`config.mk`:
```
export PLATFORM = sky130hd
export DESIGN_NAME = sipo_deser
export DESIGN_NICKNAME = d
export VERILOG_FILES = /design/src/rtl/sipo_deser.sv
export SDC_FILE = /design/constraint.sdc
export NUM_CORES = 1
export LEC_CHECK = 0
export CAP_MARGIN = 25
export CORE_ASPECT_RATIO = 0.9
export CORE_MARGIN = 5
export CORE_UTILIZATION = 40
export DETAILED_ROUTE_END_ITERATION = 16
export GPL_ROUTABILITY_DRIVEN = 1
export GPL_TIMING_DRIVEN = 0
export PLACE_DENSITY_LB_ADDON = 0.1
export SLEW_MARGIN = 5
export SYNTH_ARGS = -nofsm -noshare
export SYNTH_HDL_FRONTEND = slang
export SYNTH_SLANG_ARGS = --single-unit
```
`constraint.sdc`:
```
create_clock -name clk -period 4.8 [get_ports clk]
set_clock_uncertainty 0.15 [all_clocks]
set_input_delay 0.48 -clock clk [delete_from_list [all_inputs] [get_ports clk]]
set_output_delay 0.48 -clock clk [all_outputs]
set_load 0.01 [all_outputs]
```
`src/rtl/sipo_deser.sv`:
```
// Serial-in parallel-out deserializer.
// Collects one serial bit per enabled cycle into a SIZE-bit word and hands completed words to a
// consumer over a valid/ready handshake on a registered output. A word that completes while the
// previous one is still unaccepted is dropped and raises a sticky overrun flag.
// SHIFT_DIR selects bit order: 0 = first bit into out[0], 1 = first bit into out[SIZE-1].
// Optional feature, macro SIPO_PARITY_EN: each frame carries one trailing even-parity bit that is
// checked but never stored; parity_err follows the word on out. Without the macro parity_err is 0.

module sipo_deser #(
   parameter int unsigned SIZE      = 8,
   parameter int unsigned SHIFT_DIR = 0
) (
   input  logic            clk,
   input  logic            reset,
   input  logic            in,
   input  logic            enable,
   input  logic            clear,
   output logic [SIZE-1:0] out,
   output logic            out_valid,
   input  logic            out_ready,
   output logic            done,
   output logic            busy,
   output logic            overrun,
   output logic            parity_err
);

`ifdef SIPO_PARITY_EN
   localparam int unsigned FRAME = SIZE + 1;
`else
   localparam int unsigned FRAME = SIZE;
`endif
   localparam int unsigned CW = $clog2(FRAME + 1);

   // Counter value of the last bit of a frame, and the highest data position.
   localparam logic [CW-1:0] LAST_CNT = CW'(FRAME - 1);
   localparam logic [CW-1:0] TOP_POS  = CW'(SIZE - 1);
   localparam logic [CW-1:0] DATA_LEN = CW'(SIZE);

   logic [SIZE-1:0] shreg_q, shreg_d;
   logic [CW-1:0]   cnt_q, cnt_d;
   logic [SIZE-1:0] out_q, out_d;
   logic            out_valid_q, out_valid_d;
   logic            done_q, done_d;
   logic            busy_q, busy_d;
   logic            overrun_q, overrun_d;

   logic [CW-1:0]   pos;
   logic [SIZE-1:0] word;
   logic            accept;
   logic            last_bit;

`ifdef SIPO_PARITY_EN
   logic parity_err_q, parity_err_d;
   logic parity_bad;

   // Even parity: data bits plus the parity bit must XOR to zero.
   assign parity_bad = (^shreg_q) ^ in;
`endif

   assign accept   = out_valid_q & out_ready;
   assign last_bit = (cnt_q == LAST_CNT);

   // Assemble the word as it would look with the current bit placed at its position. Bits are
   // written in place rather than shifted, so earlier bits never move. The parity bit slot
   // (counter == SIZE) falls outside the data range and writes nothing.
   always_comb begin
      word = shreg_q;
      pos  = (SHIFT_DIR == 0) ? cnt_q : (TOP_POS - cnt_q);
      if (cnt_q < DATA_LEN) begin
         for (int i = 0; i < int'(SIZE); i++) begin
            if (pos == CW'(i)) begin
               word[i] = in;
            end
         end
      end
   end

   // Next-state logic: clear flushes everything except out; otherwise handle the handshake and
   // then bit capture, with a completing frame allowed to refill out in the accept cycle.
   always_comb begin
      shreg_d     = shreg_q;
      cnt_d       = cnt_q;
      out_d       = out_q;
      out_valid_d = out_valid_q;
      done_d      = 1'b0;
      overrun_d   = overrun_q;
`ifdef SIPO_PARITY_EN
      parity_err_d = parity_err_q;
`endif

      if (clear) begin
         shreg_d     = '0;
         cnt_d       = '0;
         out_valid_d = 1'b0;
         overrun_d   = 1'b0;
`ifdef SIPO_PARITY_EN
         parity_err_d = 1'b0;
`endif
      end else begin
         if (accept) begin
            out_valid_d = 1'b0;
         end

         if (enable) begin
            if (last_bit) begin
               cnt_d   = '0;
               shreg_d = '0;
               done_d  = 1'b1;
               // Deliver when out is free or being accepted this very cycle; otherwise drop.
               if (!out_valid_q || accept) begin
                  out_d       = word;
                  out_valid_d = 1'b1;
`ifdef SIPO_PARITY_EN
                  parity_err_d = parity_bad;
`endif
               end else begin
                  overrun_d = 1'b1;
               end
            end else begin
               shreg_d = word;
               cnt_d   = cnt_q + 1'b1;
            end
         end
      end

      busy_d = (cnt_d != '0);
   end

   // State registers with asynchronous active-high reset.
   always_ff @(posedge clk or posedge reset) begin
      if (reset) begin
         shreg_q     <= '0;
         cnt_q       <= '0;
         out_q       <= '0;
         out_valid_q <= 1'b0;
         done_q      <= 1'b0;
         busy_q      <= 1'b0;
         overrun_q   <= 1'b0;
      end else begin
         shreg_q     <= shreg_d;
         cnt_q       <= cnt_d;
         out_q       <= out_d;
         out_valid_q <= out_valid_d;
         done_q      <= done_d;
         busy_q      <= busy_d;
         overrun_q   <= overrun_d;
      end
   end

`ifdef SIPO_PARITY_EN
   // Parity status travels with the delivered word.
   always_ff @(posedge clk or posedge reset) begin
      if (reset) begin
         parity_err_q <= 1'b0;
      end else begin
         parity_err_q <= parity_err_d;
      end
   end

   assign parity_err = parity_err_q;
`else
   assign parity_err = 1'b0;
`endif

   assign out       = out_q;
   assign out_valid = out_valid_q;
   assign done      = done_q;
   assign busy      = busy_q;
   assign overrun   = overrun_q;

endmodule

```
==> summary.md <==
| Metric | Value |
|---|---|
| Reg-to-reg startpoint | cnt_q[0] |
| Die area | 4090 um^2 |
| Library cells used by synthesis | 30 |
| Leak | 0.000641 uW |
| Clock Latency Late Sink | 0.32 ns |
| GPL Wtd Cong | 0.723 |
| Synth Cell Area | 1160 um^2 |
| Slowest stage delay, CP | 0.47 ns |
| Maximum clock path buffer count | 2 |
| Post-Synthesis Cells | 105 |
| Fin Hold WS | 0.220 ns |
| H-Tree Depth | 1 |
| Count of final setup violators | 0 |
| DR iter-0 viols | 24 |
| Number of port buffers | 15 |
| Critical Path Fanout Max | 9 |
| Overall global routing resource usage | 0.131 |
| Die Width | 66.9 um |
| Final antenna diode count | 0 |
| Worst hold stages | 2 |
| Total Nets Final | 135 |
| Place WS | 2.51 ns |
| Fillers | 273 |
| Final hold vios | 0 |
| WL/cell | 14.0 um |
| Seq cells post-synth | 23 |
| Top cell type's share of synthesized area | 0.494 |
| Pwr dens | 241 nW/um^2 |
| Post-DP HPWL | 1590 um |
| Via count | 809 |
| Core footprint | 2770 um^2 |
| CP max-delay cell | dfrtp_1 |
| Tcrit/Tclk final | 0.411 |
| Die height | 61.2 um |
| Critical path data required time | 4.87 ns |
| Cell type with the largest total area after synthesis | dfrtp_1 |
| Reg2reg end | out[7] |
| CTS Buf Count | 3 |
| Hold/Removal Path Class | input port to flip-flop |
| First-pass GRT wire length | 3960 um |
| Top Family by Delay on Critical Path | flip-flops |
| Root Buffer | clkbuf_4 |
| Setup TNS | 0 ns |
| Post-DRT Antenna Nets | 0 |
| Post-Route WL | 2300 um |
| Max_cap viols | 0 |
| Hold-fix buffers, CTS | 0 |
| Setup slack, reg-to-reg | 2.83 ns |
| Max-slew headroom | 0.414 |
| Post_cts resized | 0 |
| Initial core utilization | 0.421 |
| Outcome | finished, final reports clean |
| Num rows | 18 |
| Crit Path Category | flip-flop to flip-flop |
| Final design utilization | 0.504 |
| Slew Viols, Final | 0 |
| Vias in the first global route | 824 |
| Largest net degree at the start of global routing | 24 |
| Maximum VDD drop | 140 uV |
| Most area-consuming cells after synthesis | dfrtp_1 (49%), mux2i_1 (5.2%), ha_1 (4.3%) |
| Clock sinks | 23 |
| CP bufs+invs | 2 |
| Post-CTS Setup Inserts | 0 |
| Final worst slack | 2.83 ns |
| TritonCTS clock tree | yes |
| Area of the multi-input gates | 500 um^2 |
| Area delta synth->final | 19.8% |
| First-pass DRT Iterations | 4 |
| # IOs | 19 |
| Crit end category | flip-flop |
| Total chip power | 337 uW |
| Register area | 576 um^2 |
| Overflow after GRT | 0 |
| Drt via density | 4.93 |
| Critical Path Most Common Cell | buf_6 |
| Minimum clock period | 1.97 ns |
| Worst-Margin Slew | 0.878 ns |
| Crit path launch type | flip-flop |
| Fmax | 0.507 GHz |
| Antenna violations before repair | 0 |
| Sequential share of the synthesized area | 0.494 |
| Critical path, cell by cell | ha_1 -> and3b_1 -> buf_6 -> and3_4 -> buf_6 -> mux2_4 |
| Worst Hold End | out_valid |
| Clock-pin transition on the worst setup and hold timing paths | 0.13 ns |
| Layout cells sized above 1 | 0.153 |
| FF-to-FF path depth | 6 |
| Syn Area/Cell | 11.1 um^2 |
| Residual DRC count | 0 |
| Arrival @ worst endpoint | 2.04 ns |
| Mapped Nets | 115 |
| RSZ-0062 raised after global routing | false |
| Worst Min Path Start | clear |
| Ys Warns | 0 |
synthesized netlist by cell type:
master     n
a21bo_2    1
a21o_1     1
a21oi_1    7
a31oi_1    5
a32o_1     2
a41o_1     1
and3_4     1
and3b_1    1
buf_2      2
buf_4      3
buf_6      3
clkbuf_1   1
conb_1     1
dfrtp_1   23
ha_1       4
inv_1      5
mux2_2     2
mux2_4     3
mux2i_1    6
nand2_1    8
nand2b_1   1
nand3b_1   5
nand4_1    1
nor2_1     4
nor2b_1    1
nor3b_1    4
o21ai_0    6
o22ai_1    1
xnor2_1    1
xor2_1     1
metal layers:
layer | part of all wire | GRT usage | vias to the layer above
met1 | 0.49 | 0.169 | 386
met5 | 0 | 0 | -
li1 | - | - | 400
met2 | 0.45 | 0.208 | 18
met4 | 0.014 | 0.0434 | 0
met3 | 0.050 | 0.0474 | 5
layout make-up:
| type | count | share of cell area |
|---|---|---|
| multi-input combinational | 68 | 0.359 |
| tap | 40 | 0.0359 |
| sequential | 23 | 0.413 |
| clock buffer | 3 | 0.0161 |
| timing repair buffer | 15 | 0.108 |
| buffer | 9 | 0.0502 |
| inverter | 5 | 0.0135 |
| clock inverter | 1 | 0.00538 |
cells by family (layout without fill, tap and decap cells):
kind of cell,count (synthesis),in the layout,share of synthesized area
and+or+nand+nor,26,26,0.130
other,1,1,0.00322
AOI/OAI and AO/OA,24,24,0.129
adders and majority gates,4,4,0.0430
xor gates and xnor gates,2,2,0.0150
buffers and inverters,14,33,0.0763
DFF,23,23,0.494
muxes,11,11,0.110
state kept, by name, summed over array words and instances (netlist names):
register	flops
busy	1
done	1
cnt_q	4
overrun	1
shreg_q	7
out	8
out_valid	1
cells in the final DEF (no fill, tap or decap), types with 2 or more instances in the layout:
| cell | count |
|---|---|
| nor2_1 | 4 |
| nand2_1 | 8 |
| a31oi_1 | 5 |
| inv_1 | 5 |
| a32o_1 | 2 |
| clkdlybuf4s50_1 | 15 |
| mux2_4 | 3 |
| mux2_2 | 2 |
| o21ai_0 | 6 |
| clkbuf_4 | 3 |
| buf_6 | 3 |
| ha_1 | 4 |
| dfrtp_1 | 23 |
| buf_4 | 3 |
| nand3b_1 | 5 |
| buf_2 | 2 |
| a21oi_1 | 7 |
| mux2i_1 | 6 |
| nor3b_1 | 4 |
report_power, final:
part / internal (uW) / total, uW / switching (uW)
Combinational: 19.0 / 40.6 / 21.6
Clock: 31.9 / 93.9 / 62.1
Sequential: 198 / 202 / 3.77
stage by stage:
stage | cell area, um^2 | instances
after floorplan | 1160 | 105
after global placement | 1370 | 160
after detailed placement | 1370 | 160
after CTS | 1400 | 164
after global routing | 1400 | 164
final | 1400 | 164
how the worst max path moves through the flow:
stage	start	to	slack (ns)	depth (start not counted)
global route	cnt_q[0]	out[7]	2.73	6
finish	cnt_q[0]	out[7]	2.83	6
CTS	cnt_q[0]	out[7]	2.84	6
global placement	out_ready	out[7]	2.54	6
floorplan	cnt_q[0]	out[0]	3.00	6
detailed placement	out_ready	out[7]	2.51	6
Power figures use the tool's default switching activity.
